## config.mk

```make
export PLATFORM = sky130hd
export DESIGN_NAME = ltm_fb_scan_arbiter
export DESIGN_NICKNAME = d
export VERILOG_FILES = /design/src/rtl/ltm_pkg.sv /design/src/rtl/ltm_wr_queue.sv /design/src/rtl/ltm_fb_scan_arbiter.sv
export SDC_FILE = /design/constraint.sdc
export NUM_CORES = 1
export LEC_CHECK = 0
export CORE_MARGIN = 5
export CORE_UTILIZATION = 50
export CTS_CLUSTER_DIAMETER = 50
export CTS_CLUSTER_SIZE = 25
export DETAILED_ROUTE_END_ITERATION = 8
export PLACE_DENSITY = 0.79
export SYNTH_ARGS = -nofsm -noshare
export SYNTH_HDL_FRONTEND = slang
export SYNTH_SLANG_ARGS = --single-unit
```

## constraint.sdc

```tcl
create_clock -name clk -period 2.78 [get_ports clk]
set_input_delay 0.834 -clock clk [delete_from_list [all_inputs] [get_ports clk]]
set_output_delay 0.834 -clock clk [all_outputs]
set_load 0.02 [all_outputs]
```

## src/rtl/ltm_pkg.sv

```systemverilog
// Shared constants and types for the LTM frame-buffer scan path.
package ltm_pkg;

  localparam int unsigned LTM_WIDTH    = 800;
  localparam int unsigned LTM_HEIGHT   = 480;
  localparam int unsigned LTM_VBL_CYC  = 1000;
  localparam int unsigned LTM_ADDR_W   = 19;
  localparam int unsigned LTM_DATA_W   = 16;
  localparam int unsigned LTM_WQ_DEPTH = 4;

  typedef enum logic [1:0] {
    StSeek,
    StActive,
    StHblank,
    StVblank
  } scan_state_e;

  typedef logic [LTM_DATA_W-1:0] pixel_t;

endpackage

```

## src/rtl/ltm_wr_queue.sv

```systemverilog
// Small FIFO holding drawing-engine writes until the panel scan leaves the memory idle.
module ltm_wr_queue
  import ltm_pkg::*;
#(
  parameter int unsigned Width = LTM_ADDR_W + LTM_DATA_W,
  parameter int unsigned Depth = LTM_WQ_DEPTH  // power of 2, at least 2
) (
  input  logic             clk,
  input  logic             reset,
  input  logic             push,
  input  logic [Width-1:0] push_data,
  input  logic             pop,
  output logic             full,
  output logic             empty,
  output logic [Width-1:0] head
);

  localparam int unsigned PtrW = $clog2(Depth);
  localparam int unsigned CntW = PtrW + 1;

  logic [Width-1:0] mem_q [Depth];
  logic [PtrW-1:0]  wr_ptr_q, rd_ptr_q;
  logic [CntW-1:0]  cnt_q;
  logic             do_push, do_pop;

  assign full    = (cnt_q == CntW'(Depth));
  assign empty   = (cnt_q == '0);
  assign head    = mem_q[rd_ptr_q];
  assign do_push = push & ~full;
  assign do_pop  = pop & ~empty;

  always_ff @(posedge clk or negedge reset) begin
    if (!reset) begin
      wr_ptr_q <= '0;
      rd_ptr_q <= '0;
      cnt_q    <= '0;
    end else begin
      if (do_push) wr_ptr_q <= wr_ptr_q + PtrW'(1);
      if (do_pop)  rd_ptr_q <= rd_ptr_q + PtrW'(1);
      unique case ({do_push, do_pop})
        2'b10:   cnt_q <= cnt_q + CntW'(1);
        2'b01:   cnt_q <= cnt_q - CntW'(1);
        default: cnt_q <= cnt_q;
      endcase
    end
  end

  // Payload storage needs no reset; occupancy alone decides what is valid.
  always_ff @(posedge clk) begin
    if (do_push) mem_q[wr_ptr_q] <= push_data;
  end

endmodule

```

## src/rtl/ltm_fb_scan_arbiter.sv

```systemverilog
// Shares the single-port frame buffer: panel scan-out reads always win, queued
// drawing-engine writes drain only while DEN is low.
module ltm_fb_scan_arbiter
  import ltm_pkg::*;
#(
  parameter int unsigned WIDTH    = LTM_WIDTH,
  parameter int unsigned HEIGHT   = LTM_HEIGHT,
  parameter int unsigned ADDR_W   = LTM_ADDR_W,
  parameter int unsigned DATA_W   = LTM_DATA_W,
  parameter int unsigned WQ_DEPTH = LTM_WQ_DEPTH,
  parameter int unsigned VBL_CYC  = LTM_VBL_CYC
) (
  input  logic              clk,
  input  logic              reset,
  input  logic              den_lcd,
  input  logic              wr_valid,
  output logic              wr_ready,
  input  logic [ADDR_W-1:0] wr_addr,
  input  logic [DATA_W-1:0] wr_data,
  output logic [ADDR_W-1:0] mem_addr,
  output logic              mem_rd,
  output logic              mem_wr,
  output logic [DATA_W-1:0] mem_wdata,
  input  logic [DATA_W-1:0] mem_rdata,
  output logic [DATA_W-1:0] pix_data,
  output logic              pix_valid,
  output logic              frame_start,
  output logic              scan_locked
);

  localparam int unsigned CntW = $clog2(VBL_CYC + 1);
  localparam int unsigned QW   = ADDR_W + DATA_W;

  scan_state_e       state_q;
  logic [10:0]       x_q, y_q;
  logic [ADDR_W-1:0] line_base_q;
  logic [CntW-1:0]   lo_cnt_q;
  logic              den_q;
  logic              frame_start_q, scan_locked_q, pix_valid_q;
  logic [DATA_W-1:0] pix_data_q;

  logic              den_fall, vbl_hit;
  logic              q_full, q_empty, q_push, q_pop;
  logic [QW-1:0]     q_head;

  assign den_fall = den_q & ~den_lcd;
  assign vbl_hit  = ~den_lcd & (lo_cnt_q == CntW'(VBL_CYC - 1));

  assign wr_ready    = ~q_full;
  assign q_push      = wr_valid & ~q_full;
  assign pix_data    = pix_data_q;
  assign pix_valid   = pix_valid_q;
  assign frame_start = frame_start_q;
  assign scan_locked = scan_locked_q;

  ltm_wr_queue #(
    .Width(QW),
    .Depth(WQ_DEPTH)
  ) u_wr_queue (
    .clk      (clk),
    .reset    (reset),
    .push     (q_push),
    .push_data({wr_addr, wr_data}),
    .pop      (q_pop),
    .full     (q_full),
    .empty    (q_empty),
    .head     (q_head)
  );

  // Memory mux follows DEN directly; reset is folded in so every strobe drops at once.
  always_comb begin
    mem_rd    = 1'b0;
    mem_wr    = 1'b0;
    mem_addr  = '0;
    mem_wdata = '0;
    q_pop     = 1'b0;
    if (reset) begin
      if (den_lcd) begin
        mem_rd   = 1'b1;
        mem_addr = line_base_q + ADDR_W'(x_q);
      end else if (!q_empty) begin
        mem_wr    = 1'b1;
        q_pop     = 1'b1;
        mem_addr  = q_head[QW-1 -: ADDR_W];
        mem_wdata = q_head[DATA_W-1:0];
      end
    end
  end

  always_ff @(posedge clk or negedge reset) begin
    if (!reset) begin
      state_q       <= StSeek;
      x_q           <= '0;
      y_q           <= '0;
      line_base_q   <= '0;
      lo_cnt_q      <= '0;
      den_q         <= 1'b0;
      frame_start_q <= 1'b0;
      scan_locked_q <= 1'b0;
      pix_valid_q   <= 1'b0;
      pix_data_q    <= '0;
    end else begin
      den_q <= den_lcd;

      if (!den_lcd)                     x_q <= '0;
      else if (x_q == 11'(WIDTH - 1))   x_q <= '0;
      else                              x_q <= x_q + 11'd1;

      if (den_lcd)                          lo_cnt_q <= '0;
      else if (lo_cnt_q != CntW'(VBL_CYC))  lo_cnt_q <= lo_cnt_q + CntW'(1);

      // Vertical blanking re-anchors the frame even if a line fall lands on it.
      if (vbl_hit) begin
        y_q         <= '0;
        line_base_q <= '0;
      end else if (den_fall) begin
        if (y_q == 11'(HEIGHT - 1)) begin
          y_q         <= '0;
          line_base_q <= '0;
        end else begin
          y_q         <= y_q + 11'd1;
          line_base_q <= line_base_q + ADDR_W'(WIDTH);
        end
      end

      frame_start_q <= vbl_hit;
      if (vbl_hit) scan_locked_q <= 1'b1;

      // den_q is DEN one cycle old, so this lands two cycles after the DEN sample.
      pix_data_q  <= mem_rdata;
      pix_valid_q <= den_q & scan_locked_q & (state_q != StSeek);

      unique case (state_q)
        StSeek:   if (vbl_hit) state_q <= StVblank;
        StActive: if (!den_lcd) state_q <= StHblank;
        StHblank: begin
          if (den_lcd)      state_q <= StActive;
          else if (vbl_hit) state_q <= StVblank;
        end
        StVblank: if (den_lcd) state_q <= StActive;
        default:  state_q <= StSeek;
      endcase
    end
  end

endmodule

```

* Word-level counts from Yosys, hierarchy flattened *
Memory sizes are Yosys's and may differ from the RTL's.
Index checks and enable logic that the tools add are counted.

word-level totals
  bits in registers = 80
  latch bits = 0
  RAM bits = 140
  bits in read-only memories = 0
  bits of input ports = 55
  output and inout port bits = 57
  logic and storage cells = 81
  memories = 1

memories
  name              depth  width  read ports  clocked after Yosys merged registers in  write ports  RTL line            text
  u_wr_queue.mem_q  4      35     1           0                                        1            ltm_wr_queue.sv:21  logic [Width-1:0] mem_q [Depth];

cells by class
  $add $sub $neg = 9
  $mul = 0
  divide/modulo/power cells = 0
  magnitude comparators = 0
  equal/unequal tests = 12
  shift operators = 0
  multiplexer cells = 29
  bitwise logic cells = 10
  reduce and logical (&&, ||, !) cells = 7

operators by type and width
  operator                                                                 number
  19-bit 2-to-1 mux                                                        6
  11-bit 2-to-1 mux                                                        5
  16-bit 2-to-1 mux                                                        3
  11-bit by 1-bit adder with 11-bit output, second input constant          2
  10-bit 2-to-1 mux                                                        2
  19-bit by 10-bit adder with 19-bit output, second input constant         1
  19-bit by 11-bit adder with 19-bit output                                1
  11-bit by 10-bit equality test with 1-bit output, second input constant  1
  11-bit by 9-bit equality test with 1-bit output, second input constant   1
  10-bit by 1-bit adder with 10-bit output, second input constant          1
  10-bit equality test, second input constant                              1
  10-bit != test, second input constant                                    1
  2-bit 2-to-1 mux                                                         4
  2-bit case mux with 4 select lines                                       1
  2-bit nonzero test                                                       4
  1-bit bitwise AND                                                        7
  1-bit 2-to-1 mux                                                         7
  2-bit equality test, second input constant                               3
  3-bit case mux with 2 select lines                                       1
  2-bit by 1-bit adder with 2-bit output, second input constant            2
  2-bit by 1-bit equality test with 1-bit output, second input constant    2
  2-bit != test, second input constant                                     2
  3-bit by 1-bit adder with 3-bit output, second input constant            1
  3-bit equality test, second input constant                               1
  5 further kinds                                                          7

* Depth between registers and ports, before layout *
  depth after elaboration = 7
  mapped depth = 11
  gate-level depth less buffers = 10

* Hierarchy *
A second synthesis with hierarchy kept.

second synthesis, totals
  cells, all modules = 613
  area total of the unflattened synthesis = 9,196.3 µm²

modules (own cells, without submodules)
  module               instances  cells an instance  area an instance (µm²)  seq. area each (µm²)
  ltm_wr_queue         1          220                5,531.6                 4,379.2
  ltm_fb_scan_arbiter  1          393                3,664.8                 1,701.6

* Least setup slack after synthesis *
OpenSTA, ideal clock, no wires.

  path type = input port to output port
  start = in den_lcd
  end = out mem_addr[18]
  arrival time = 2,104 ps
  path slack = -158 ps
  stages = 7
  buffers on the path = 2
  path through = buf_6 nand2_1 inv_1 clkbuf_1 nand2_1 or3_1 nand3_1

on the way
  cells in the longest elaborated chain, start to end = 2

ends and longest elaborated chain
  item               RTL line                   text
  start, declared    ltm_fb_scan_arbiter.sv:15  input logic den_lcd,
  19-bit 2-to-1 mux  ltm_fb_scan_arbiter.sv:78  if (den_lcd) begin
  19-bit 2-to-1 mux  ltm_fb_scan_arbiter.sv:77  if (reset) begin
  end, declared      ltm_fb_scan_arbiter.sv:20  output logic [ADDR_W-1:0] mem_addr,

Every way passes these cells.

* Worst setup path in the final report *
  start = reg line_base_q[6]
  end = out mem_addr[17]

on the way
  cells in the longest elaborated chain, start to end = 3

ends and longest elaborated chain
  item                                       RTL line                    text
  start, declared                            ltm_fb_scan_arbiter.sv:36   logic [ADDR_W-1:0] line_base_q;
  start signal, assigned                     ltm_fb_scan_arbiter.sv:122  line_base_q <= line_base_q + ADDR_W'(WIDTH);
  19-bit by 11-bit adder with 19-bit output  ltm_fb_scan_arbiter.sv:80   mem_addr = line_base_q + ADDR_W'(x_q);
  19-bit 2-to-1 mux                          ltm_fb_scan_arbiter.sv:78
  19-bit 2-to-1 mux                          ltm_fb_scan_arbiter.sv:77

Every way passes these cells.

==> impl_metrics.env <==
export IMPL_num_nets_final=898
export IMPL_syn_cell_area_um2=9200
export IMPL_clock_latency_ns=0.52
export IMPL_die_area_um2=21200
export IMPL_ys_async_sr_fraction_pct=34.9
export IMPL_htreeDepth=1
export IMPL_finalSetupViolations=35
export IMPL_cts_tree="built"
export IMPL_synth_cell_types=62
export IMPL_endpoint_kind="output port"
export IMPL_finalCritPeriodShare_pct=121
export IMPL_multiInputGateArea_um2=3280
export IMPL_start_util_pct=51.0
export IMPL_cts_buffer_depth=3
export IMPL_final_setup_skew_ns=0.0234
export IMPL_synth_flop_cell="edfxtp_1"
export IMPL_vias_per_cell=5.70
export IMPL_rsz0062_at_grt="yes"
export IMPL_wire_per_inst_um=21.0
export IMPL_top_layer="met4"
export IMPL_hpwl_mm=14.6
export IMPL_num_vias=6096
export IMPL_cts_root_buf="clkbuf_16"
export IMPL_grt_max_degree=60
export IMPL_area_growth_pct=36.1
export IMPL_synth_area_leader_cell="edfxtp_1"
export IMPL_critPathSlowestCell="dfrtp_1"
export IMPL_path_max_fanout=3
export IMPL_antenna_found_initial=0
export IMPL_yosys_warnings=0
export IMPL_hold_viol=0
export IMPL_synth_top_area_share_pct=45.7
export IMPL_gp_congestion=0.890
export IMPL_synth_edf_count=140
export IMPL_track_usage_pct=20.9
export IMPL_syn_nets=686
export IMPL_fp_coreArea_um2=18000
export IMPL_dr_pass1_iters=5
export IMPL_fill_cells=1201
export IMPL_numCtsBuffers=22
export IMPL_path_cells="ha_4 > buf_4 > a21oi_2 > o211ai_1 > buf_4 > buf_6 > nand3b_1 > xnor2_2 > o21ai_1 > buf_4"
export IMPL_synth_most_common_cell="edfxtp_1"
export IMPL_violations="negative setup slack"
export IMPL_setup_worst_path_start_class="register"
export IMPL_crit_top_cell="buf_4"
export IMPL_wl_met3_mm=1.24
export IMPL_maxSlewViolCount=0
export IMPL_whs_ns=0.326
export IMPL_seq_area_frac_synth_pct=66.1
export IMPL_drtIter0Drc=428
export IMPL_grt_pass1_wl_mm=35.8
export IMPL_drive_gt1_share_pct=34.1
export IMPL_port_buffers=111
export IMPL_power_density_nw_per_um2=876
export IMPL_slew_headroom_pct=39.3
export IMPL_wl_met1_mm=8.61
export IMPL_die_x_um=146
export IMPL_clkTransAtPathRegs_ns=0.07
export IMPL_cts_sinks=215
export IMPL_worstPathRequired_ns=1.95
export IMPL_ant_nets=0
export IMPL_total_power_mw=11.0
export IMPL_die_y_um=146
export IMPL_worst_slew_pin_slew_ns=0.904
export IMPL_peakVddDrop_uv=755
export IMPL_crit_type="reg -> out"
export IMPL_antenna_cells=0
export IMPL_critPathMaxStageDelay_ns=0.42
export IMPL_p_leak_nw=4.90
export IMPL_grt_overflow=0
export IMPL_design_portCount=112
export IMPL_synth_area_leaders="edfxtp_1 46%, dfrtp_1 20%, mux4_2 8.6%, ha_1 2.3%, xnor2_1 2.2%"
export IMPL_ys_ff_latch=215
export IMPL_drc_errors=0
export IMPL_syn_inst=613
export IMPL_drt_wl_total_mm=22.4
export IMPL_setup_slack_ns=-0.573
export IMPL_cap_violations=0
export IMPL_hp_class="in -> async"
export IMPL_max_freq_mhz=298
export IMPL_synth_top_cells_by_count="140 x edfxtp_1, 75 x dfrtp_1, 40 x nor2_1"
export IMPL_routed_wl_met2_mm=11.8
export IMPL_arrival_ns=2.52
export IMPL_synth_area_per_cell_um2=15.0
export IMPL_fin_crit_ns=3.35
export IMPL_outcome="finished, violations left"
export IMPL_ctsHoldBuffers=0
export IMPL_rows=49
export IMPL_grt_pass1_vias=6606
export IMPL_ff_latch_area_um2=6080
==> worst paths after layout <==
kind                                startpoint                      to  slack, ns  depth (start not counted)
max in group asynchronous                reset  u_wr_queue.rd_ptr_q[1]       1.73                          2
setup / recovery                line_base_q[6]            mem_addr[17]      -0.57                         10
hold / removal                           reset  u_wr_queue.wr_ptr_q[0]       0.33                          2
hold reg to reg                    scan_locked             scan_locked       0.51                          1
min in group clk                   scan_locked             scan_locked       0.51                          1
setup reg to reg           u_wr_queue.cnt_q[0]     u_wr_queue.cnt_q[2]       0.52                         11
==> state kept, by name, indices dropped and copies added, names as in the netlist, 2 cells and up <==
register	flops
line_base_q	14
lo_cnt_q	10
pix_data	16
state_q	2
u_wr_queue.cnt_q	3
u_wr_queue.mem_q	140
u_wr_queue.rd_ptr_q	2
u_wr_queue.wr_ptr_q	2
x_q	11
y_q	11
==> per-layer routing <==
metal | global-route usage [%] | up-vias
met3 | 4.27 | 47
met2 | 37.2 | 207
met1 | 25.5 | 3098
li1 | - | 2744
met4 | 7.09 | 0
met5 | 0 | -
==> area by class of cell <==
| class | instances | share of cell area (%) |
|---|---|---|
| Tap cell | 229 | 2.29 |
| Sequential cell | 215 | 48.6 |
| Inverter | 18 | 0.539 |
| Clock buffer | 23 | 4.42 |
| Multi-Input combinational cell | 359 | 26.2 |
| Timing Repair Buffer | 209 | 16.6 |
| Clock inverter | 17 | 1.39 |
==> worst max-delay path, delay by kind of cell, from the launching register on <==
kind	cells	cell delay, ns
adders and majority gates	1	0.30
AOI/OAI and AO/OA	3	0.46
and+or+nand+nor	1	0.11
buffers and inverters	4	0.57
DFF	1	0.42
xor gates and xnor gates	1	0.16
==> logic make-up (layout without fill, tap and decap cells) <==
kind of cell	Yosys count	count (layout)	share of synthesized area, %
xor+xnor	45	45	4.28
fa+ha+maj	18	18	2.53
simple gates	179	179	10.2
flops	215	215	66.1
other cells	1	1	0.0408
buf+inv	39	267	1.78
compound gates	77	77	6.01
mux	39	39	9.03
==> layout by cell type, fill, tap and decap left out, drive strengths merged, types with 3 or more instances in the layout <==
cell type	n
edfxtp	140
buf	134
dfrtp	75
clkdlybuf4s50	71
nor2	41
nand2	39
mux4	35
o21ai	24
clkbuf	23
xnor2	23
xor2	22
inv	22
and2	19
nand3	18
ha	17
nor3	13
a21oi	13
nand4	10
a22o	10
and3	10
clkinv	9
or3	6
a211oi	6
and4	5
nor2b	4
nand2b	4
nor4	4
a31oi	4
a21o	3
clkinvlp	3
dlygate4sd2	3
a32o	3
==> metrics by stage <==
step | util, % | setup WS [ns] | TNS (ns) | cells | area (um2)
after floorplan | - | -0.00523 | -0.0104 | 613 | 9220
after global placement | 62.4 | -0.922 | -32.78 | 1013 | 11300
after detailed placement | 62.4 | -0.960 | -33.11 | 1013 | 11300
after CTS | 68.4 | -0.488 | -8.59 | 1068 | 12300
after global routing | 69.5 | -0.607 | -9.92 | 1070 | 12500
final | 69.5 | -0.573 | -7.73 | 1070 | 12500
==> repair_timing <==
action / in CTS / in global routing
setup endpoints to repair: 37 / 36
endpoints found under the hold margin: 0 / 0
cloned: 1 / 0
buffers inserted: 15 / 5
pin swaps: 27 / 20
resized for setup: 256 / 50
==> power by group <==
part / total (mW) / leakage [nW] / internal, mW / switching (mW)
sequential: 4.32 / 2.23 / 4.04 / 0.282
combinational: 3.75 / 2.32 / 1.94 / 1.80
clock: 2.91 / 0.351 / 1.60 / 1.31
total: 11.0 / 4.90 / 7.58 / 3.40
Power figures use the tool's default switching activity.
